### src/rtl/intc_cpu_responder_if.sv
// intc_cpu_responder_if
//  Bundles the signals between the CPU-side interrupt responder and its neighbours:
//   - intc handshake: irq, isr_addr, priority_select (to responder), iack (from responder)
//   - retire/fetch:   instr_done, next_pc, mret (to responder),
//                     redirect_valid, redirect_pc, in_isr, overrun (from responder)
//   - register bus:   input_addr, write_data, write_enable (to responder),
//                     read_data (from responder)
//  The slave modport is the responder's view; master is the environment's view.
interface intc_cpu_responder_if;
  logic        irq;
  logic [31:0] isr_addr;
  logic [1:0]  priority_select;
  logic        iack;
  logic        instr_done;
  logic [31:0] next_pc;
  logic        mret;
  logic        redirect_valid;
  logic [31:0] redirect_pc;
  logic        in_isr;
  logic        overrun;
  logic [31:0] input_addr;
  logic [31:0] write_data;
  logic        write_enable;
  logic [31:0] read_data;

  modport slave (
    input  irq, isr_addr, priority_select, instr_done, next_pc, mret,
           input_addr, write_data, write_enable,
    output iack, redirect_valid, redirect_pc, in_isr, overrun, read_data
  );

  modport master (
    output irq, isr_addr, priority_select, instr_done, next_pc, mret,
           input_addr, write_data, write_enable,
    input  iack, redirect_valid, redirect_pc, in_isr, overrun, read_data
  );
endinterface

### src/rtl/intc_cpu_responder.sv
// intc_cpu_responder
//  CPU-side responder for the intc IRQ/IACK handshake. At an instruction boundary
//  with gie set it latches the ISR vector, source index and return PC, pulses iack
//  for one cycle while redirecting fetch to the ISR, masks nesting until MRET
//  retires, then redirects back to the saved PC. A watchdog flags handlers that
//  run too long, and a 4-word register window exposes CTRL/STATUS/EPC/COUNT.
// Ports
//  clk   in  system clock, rising edge
//  rst   in  synchronous active-high reset
//  bus   slave modport of intc_cpu_responder_if (handshake, retire/fetch, register bus)
// Parameters
//  BASE_ADDR  base byte address of the register window
//  WD_LIMIT   watchdog threshold in ISR cycles (1..65535)
module intc_cpu_responder #(
  parameter logic [31:0] BASE_ADDR = 32'h0000_FF40,
  parameter int unsigned WD_LIMIT  = 16
) (
  input logic                  clk,
  input logic                  rst,
  intc_cpu_responder_if.slave  bus
);

  localparam logic [15:0] WD_MAX = 16'(WD_LIMIT);

  typedef enum logic [1:0] {
    IDLE = 2'd0,
    ACK  = 2'd1,
    ISR  = 2'd2,
    RET  = 2'd3
  } state_t;

  state_t      state;
  state_t      state_next;
  logic [31:0] vec;
  logic [31:0] epc;
  logic [1:0]  src;
  logic [15:0] isr_count;
  logic [15:0] wd_count;
  logic        gie;
  logic        overrun_q;
  logic        accept;
  logic        wd_hit;
  logic        ctrl_wr;
  logic        in_isr_w;
  logic        unused_wdata;

  // An interrupt is taken only in IDLE at a retiring boundary with the current
  // (pre-write) gie; the watchdog "hit" is the edge where the count reaches WD_LIMIT.
  assign accept       = (state == IDLE) && bus.irq && gie && bus.instr_done;
  assign wd_hit       = (state == ISR) && (wd_count == WD_MAX - 16'd1);
  assign ctrl_wr      = bus.write_enable && (bus.input_addr == BASE_ADDR);
  assign unused_wdata = ^bus.write_data[31:2];

  // State register: reset always lands in IDLE regardless of where we were.
  always_ff @(posedge clk) begin
    if (rst) begin
      state <= IDLE;
    end else begin
      state <= state_next;
    end
  end

  // Next-state logic: ACK and RET are single-cycle, ISR waits for a retiring MRET,
  // and irq is ignored everywhere except IDLE.
  always_comb begin
    state_next = state;
    case (state)
      IDLE: if (accept) state_next = ACK;
      ACK:  state_next = ISR;
      ISR:  if (bus.instr_done && bus.mret) state_next = RET;
      RET:  state_next = IDLE;
      default: state_next = IDLE;
    endcase
  end

  // Handshake/fetch outputs decode from state, but are forced low during a reset
  // cycle so no iack or redirect escapes while the FSM is being torn down.
  always_comb begin
    bus.iack           = 1'b0;
    bus.redirect_valid = 1'b0;
    bus.redirect_pc    = 32'h0;
    in_isr_w           = 1'b0;
    if (!rst) begin
      case (state)
        ACK: begin
          bus.iack           = 1'b1;
          bus.redirect_valid = 1'b1;
          bus.redirect_pc    = vec;
        end
        ISR: in_isr_w = 1'b1;
        RET: begin
          bus.redirect_valid = 1'b1;
          bus.redirect_pc    = epc;
          in_isr_w           = 1'b1;
        end
        default: ;
      endcase
    end
  end

  assign bus.in_isr  = in_isr_w;
  assign bus.overrun = overrun_q;

  // Datapath: latch the request on acceptance, count serviced interrupts in ACK,
  // run the watchdog while in ISR, and apply CTRL writes. A watchdog hit wins over
  // a same-cycle software clear so an overrun is never lost.
  always_ff @(posedge clk) begin
    if (rst) begin
      vec       <= 32'h0;
      epc       <= 32'h0;
      src       <= 2'b0;
      isr_count <= 16'h0;
      wd_count  <= 16'h0;
      gie       <= 1'b0;
      overrun_q <= 1'b0;
    end else begin
      if (accept) begin
        vec      <= bus.isr_addr;
        src      <= bus.priority_select;
        epc      <= bus.next_pc;
        wd_count <= 16'h0;
      end
      if ((state == ACK) && (isr_count != 16'hFFFF)) begin
        isr_count <= isr_count + 16'd1;
      end
      if ((state == ISR) && (wd_count != WD_MAX)) begin
        wd_count <= wd_count + 16'd1;
      end
      if (ctrl_wr) begin
        gie <= bus.write_data[0];
      end
      if (wd_hit) begin
        overrun_q <= 1'b1;
      end else if (ctrl_wr && bus.write_data[1]) begin
        overrun_q <= 1'b0;
      end
    end
  end

  // Register window read mux; anything outside the four words reads as zero.
  always_comb begin
    bus.read_data = 32'h0;
    case (bus.input_addr)
      BASE_ADDR:           bus.read_data = {31'h0, gie};
      BASE_ADDR + 32'h4:   bus.read_data = {28'h0, overrun_q, src, in_isr_w};
      BASE_ADDR + 32'h8:   bus.read_data = epc;
      BASE_ADDR + 32'hC:   bus.read_data = {16'h0, isr_count};
      default:             bus.read_data = 32'h0;
    endcase
  end

endmodule

### src/flat_wrapper.sv
// flat-port wrapper written by rule: the top's interface ports become plain ports
module intc_cpu_responder_flat 
#(
  parameter logic [31:0] BASE_ADDR = 32'h0000_FF40,
  parameter int unsigned WD_LIMIT  = 16
)
  (clk, rst, bus_irq, bus_isr_addr, bus_priority_select, bus_instr_done, bus_next_pc, bus_mret, bus_input_addr, bus_write_data, bus_write_enable, bus_iack, bus_redirect_valid, bus_redirect_pc, bus_in_isr, bus_overrun, bus_read_data);
  intc_cpu_responder_if bus_i ();
  input logic clk;
  input logic rst;
  input wire logic [$bits(bus_i.irq)-1:0] bus_irq;
  input wire logic [$bits(bus_i.isr_addr)-1:0] bus_isr_addr;
  input wire logic [$bits(bus_i.priority_select)-1:0] bus_priority_select;
  input wire logic [$bits(bus_i.instr_done)-1:0] bus_instr_done;
  input wire logic [$bits(bus_i.next_pc)-1:0] bus_next_pc;
  input wire logic [$bits(bus_i.mret)-1:0] bus_mret;
  input wire logic [$bits(bus_i.input_addr)-1:0] bus_input_addr;
  input wire logic [$bits(bus_i.write_data)-1:0] bus_write_data;
  input wire logic [$bits(bus_i.write_enable)-1:0] bus_write_enable;
  output wire logic [$bits(bus_i.iack)-1:0] bus_iack;
  output wire logic [$bits(bus_i.redirect_valid)-1:0] bus_redirect_valid;
  output wire logic [$bits(bus_i.redirect_pc)-1:0] bus_redirect_pc;
  output wire logic [$bits(bus_i.in_isr)-1:0] bus_in_isr;
  output wire logic [$bits(bus_i.overrun)-1:0] bus_overrun;
  output wire logic [$bits(bus_i.read_data)-1:0] bus_read_data;
  assign bus_i.irq = bus_irq;
  assign bus_i.isr_addr = bus_isr_addr;
  assign bus_i.priority_select = bus_priority_select;
  assign bus_i.instr_done = bus_instr_done;
  assign bus_i.next_pc = bus_next_pc;
  assign bus_i.mret = bus_mret;
  assign bus_i.input_addr = bus_input_addr;
  assign bus_i.write_data = bus_write_data;
  assign bus_i.write_enable = bus_write_enable;
  assign bus_iack = bus_i.iack;
  assign bus_redirect_valid = bus_i.redirect_valid;
  assign bus_redirect_pc = bus_i.redirect_pc;
  assign bus_in_isr = bus_i.in_isr;
  assign bus_overrun = bus_i.overrun;
  assign bus_read_data = bus_i.read_data;
  intc_cpu_responder #(.BASE_ADDR(BASE_ADDR), .WD_LIMIT(WD_LIMIT)) u_core (.clk(clk), .rst(rst), .bus(bus_i));
endmodule
### config.mk
export PLATFORM = sky130hd
export DESIGN_NAME = intc_cpu_responder_flat
export DESIGN_NICKNAME = d
export VERILOG_FILES = /design/src/rtl/intc_cpu_responder_if.sv /design/src/rtl/intc_cpu_responder.sv /design/src/flat_wrapper.sv
export SDC_FILE = /design/constraint.sdc
export NUM_CORES = 1
export LEC_CHECK = 0
export CORE_MARGIN = 4
export CORE_UTILIZATION = 30
export CTS_CLUSTER_SIZE = 30
export DETAILED_ROUTE_END_ITERATION = 16
export SLEW_MARGIN = 40
export SYNTH_ARGS = -nofsm -noshare
export SYNTH_HDL_FRONTEND = slang
export SYNTH_SLANG_ARGS = --single-unit
### constraint.sdc
create_clock -name clk -period 3.1 [get_ports clk]
set_input_delay 0.62 -clock clk [delete_from_list [all_inputs] [get_ports clk]]
set_output_delay 0.62 -clock clk [all_outputs]
set_load 0.01 [all_outputs]
==> impl_metrics.py <==
metrics = {
    "outcome": {
        "status": "completed",
    },
    "global_routing": {
        "antenna_found_initial": 0,
        "grt_pass1_vias": 4814,
        "gr-total-overflow": 0,
        "grt_max_degree": 91,
        "grt_usage_pct": 16.6,
        "grt_pass1_wl_um": 26100,
    },
    "timing": {
        "finClkSkew_ps": 8.36,
        "tightest_slew_ps": 731,
        "min_period_ps": 2960,
        "finalHoldViolCount": 0,
        "slew_viol_final": 0,
        "fmax_mhz": 338,
        "finalCritPeriodShare_pct": 95.4,
        "rsz0062_at_grt": "no",
        "relSlewSlack_pct": 51.3,
        "setup_violations": 0,
        "setup_ws_ps": 141,
    },
    "yosys": {
        "syn_area_um2": 5150,
        "synth_most_common_cell": "nand2_1",
        "avgSynthCellArea_um2": 8.06,
        "synth_edf_count": 0,
        "yosys.area.top_type": "dfxtp_1",
        "synth_top_area_share_pct": 39.7,
        "synth-seq-cells": 102,
        "yosysSeqAreaShare_pct": 39.7,
        "synthFlopType": "dfxtp_1",
        "synth_common_cells": "nand2_1 (148), dfxtp_1 (102), a21oi_1 (73), a22o_1 (37), nor2_1 (33)",
        "yosysWarnings": 0,
        "synth_cell_types": 52,
        "ys_async_sr_fraction_pct": 0,
        "synth.top_cells.by_area": "dfxtp_1 (40%), nand2_1 (11%), a21oi_1 (7.1%), a22o_1 (6.3%), mux2i_1 (2.9%)",
        "synth_nets": 783,
        "synth_cells": 639,
    },
    "drt": {
        "wirelength_um": 16600,
        "drtAntennaViolNets": 0,
        "firstDrtPassIters": 4,
        "initialDrtViolationCount": 220,
        "viasPerCell": 4.96,
        "wire_per_inst_um": 16.3,
        "drc": 0,
        "vias": 5041,
    },
    "setup_path": {
        "crit_fanout": 16,
        "end_kind": "primary output",
        "worst_setup_path_start_kind": "input pin",
        "cp_cell_sequence": "clkdlybuf4s50_1 -> nand4bb_4 -> nor4_4 -> buf_4 -> and3_4 -> buf_12 -> and2_1 -> clkbuf_2",
        "arrival_ps": 2340,
        "slowest_stage": "clkdlybuf4s50_1",
        "path_class": "input pin to primary output",
        "max_stage_delay_ps": 400,
        "required_ps": 2480,
    },
    "floorplan": {
        "core_um2": 16700,
        "die_h_um": 139,
        "row_count": 47,
        "fp.dieArea_um2": 19300,
        "fp.dieW_um": 139,
        "ios": 204,
        "initial_utilization_pct": 30.8,
    },
    "placement": {
        "place_congestion": 0.793,
        "port_buffers": 173,
        "dp_hpwl_um": 11700,
        "post-place-ws_ps": -388,
        "placed_cells": 1000,
        "place_area_um2": 7150,
    },
    "power": {
        "p_total_w": 0.00260,
        "power.density_nw_per_um2": 354,
        "power.leakage_nw": 2.55,
        "ir_drop_v": 0.000267,
    },
    "cts": {
        "root_buffer": "clkbuf_16",
        "cts.sinks": 102,
        "hold_buffers": 0,
        "tritoncts": "built",
        "cts.path.max_buffers": 2,
        "cts_max_level": 3,
        "cts_buffers": 9,
        "cts.clk_slew.worst_paths_ps": 70,
        "clk_latency_ps": 350,
    },
    "cells_and_area": {
        "diodes": 0,
        "num-nets-final": 935,
        "fin_cells": 1016,
        "area_growth_pct": 42.5,
        "fin_area_um2": 7330,
        "drive_above_1_share_pct": 10.6,
        "num-fill-cells": 1745,
        "final_util_pct": 43.9,
    },
    "flow_run": {
        "max-cap-violations": 0,
    },
    "worst_hold_path": {
        "hold_path.class": "register to register",
    },
}
==> power breakdown <==
group	total, W	internal [W]	switching [W]
Clock	0.00110	0.000562	0.000538
Sequential	0.00131	0.00131	0.0000000000000568
Combinational	0.000187	0.000131	0.0000559
Total	0.00260	0.00200	0.000594
==> path summary, 6_finish.rpt <==
| check | start | to | slack, ps | depth (start not counted) |
|---|---|---|---|---|
| max reg2reg | u_core.wd_count[7] | u_core.wd_count[6] | 820 | 4 |
| min | u_core.vec[12] | u_core.vec[12] | 450 | 2 |
| min reg2reg | u_core.vec[12] | u_core.vec[12] | 450 | 2 |
| max | bus_input_addr[16] | bus_read_data[19] | 140 | 8 |
==> repair_timing <==
| item | 4_1_cts | 5_1_grt |
|---|---|---|
| pin swaps | 1 | 0 |
| setup endpoints to repair | 32 | 28 |
| hold endpoints to repair | 0 | 0 |
| gates resized for setup | 43 | 54 |
| buffers inserted | 0 | 0 |
==> kinds of logic (layout without fill, tap and decap cells) <==
kind of cell / count (synthesis) / in the layout / share of synthesized area [%]
adder cells (fa/ha/maj): 8 / 8 / 1.94
AO/OA/AOI/OAI: 145 / 145 / 18.9
XOR/XNOR: 6 / 6 / 1.02
flip-flops: 102 / 102 / 39.7
multiplexers: 30 / 30 / 6.42
AND/OR/NAND/NOR: 296 / 296 / 28.1
buffers and inverters: 52 / 209 / 3.96
==> layout by cell type (no fill, tap or decap), types with 9 or more instances in the layout <==
cell and count:
nand3_1 14, a22o_1 37, clkbuf_2 26, nand4_1 10, clkbuf_16 9, nor2b_1 11, mux2i_1 15, mux2_2 12
a21oi_1 73, nor4_1 11, clkdlybuf4s50_1 139, and2_1 19, dfxtp_1 102, nor3_1 11, nand2_1 148, nor2_1 32
==> worst max-delay path: cells and delay by family <==
kind,cells,cell delay (ps)
AND/OR/NAND/NOR,4,860
buffers and inverters,4,830
==> final cells by class <==
cell class / count / area [um2] / share of cell area [%]
Timing Repair Buffer: 185 / 1760 / 23.9
Multi-Input combinational cell: 485 / 2950 / 40.2
Tap cell: 220 / 275 / 3.75
Clock inverter: 6 / 53.8 / 0.734
Sequential cell: 102 / 2040 / 27.8
Inverter: 8 / 30.0 / 0.409
Clock buffer: 10 / 229 / 3.12
==> flip-flops by register name (all words and copies together) (netlist names) <==
| register | flops |
|---|---|
| u_core.gie | 1 |
| u_core.vec | 32 |
| u_core.wd_count | 16 |
| u_core.isr_count | 16 |
| u_core.bus.overrun | 1 |
| u_core.src | 2 |
| u_core.state | 2 |
| u_core.epc | 32 |
==> metal layers <==
metal,GRT usage [%],vias up,share of wire (%)
met5,0,-,0
met4,4.89,0,1.8
met3,5.66,13,6.1
met2,28.6,107,50
met1,19.6,2346,42
li1,-,2575,-
==> per-stage QoR <==
stage	setup TNS (ps)	hold slack (ps)
after floorplan	0	434
after global placement	-11270	441
after detailed placement	-10550	446
after CTS	0	457
after global routing	0	472
final	0	454
Note: power is estimated with default switching activity, not from simulation.
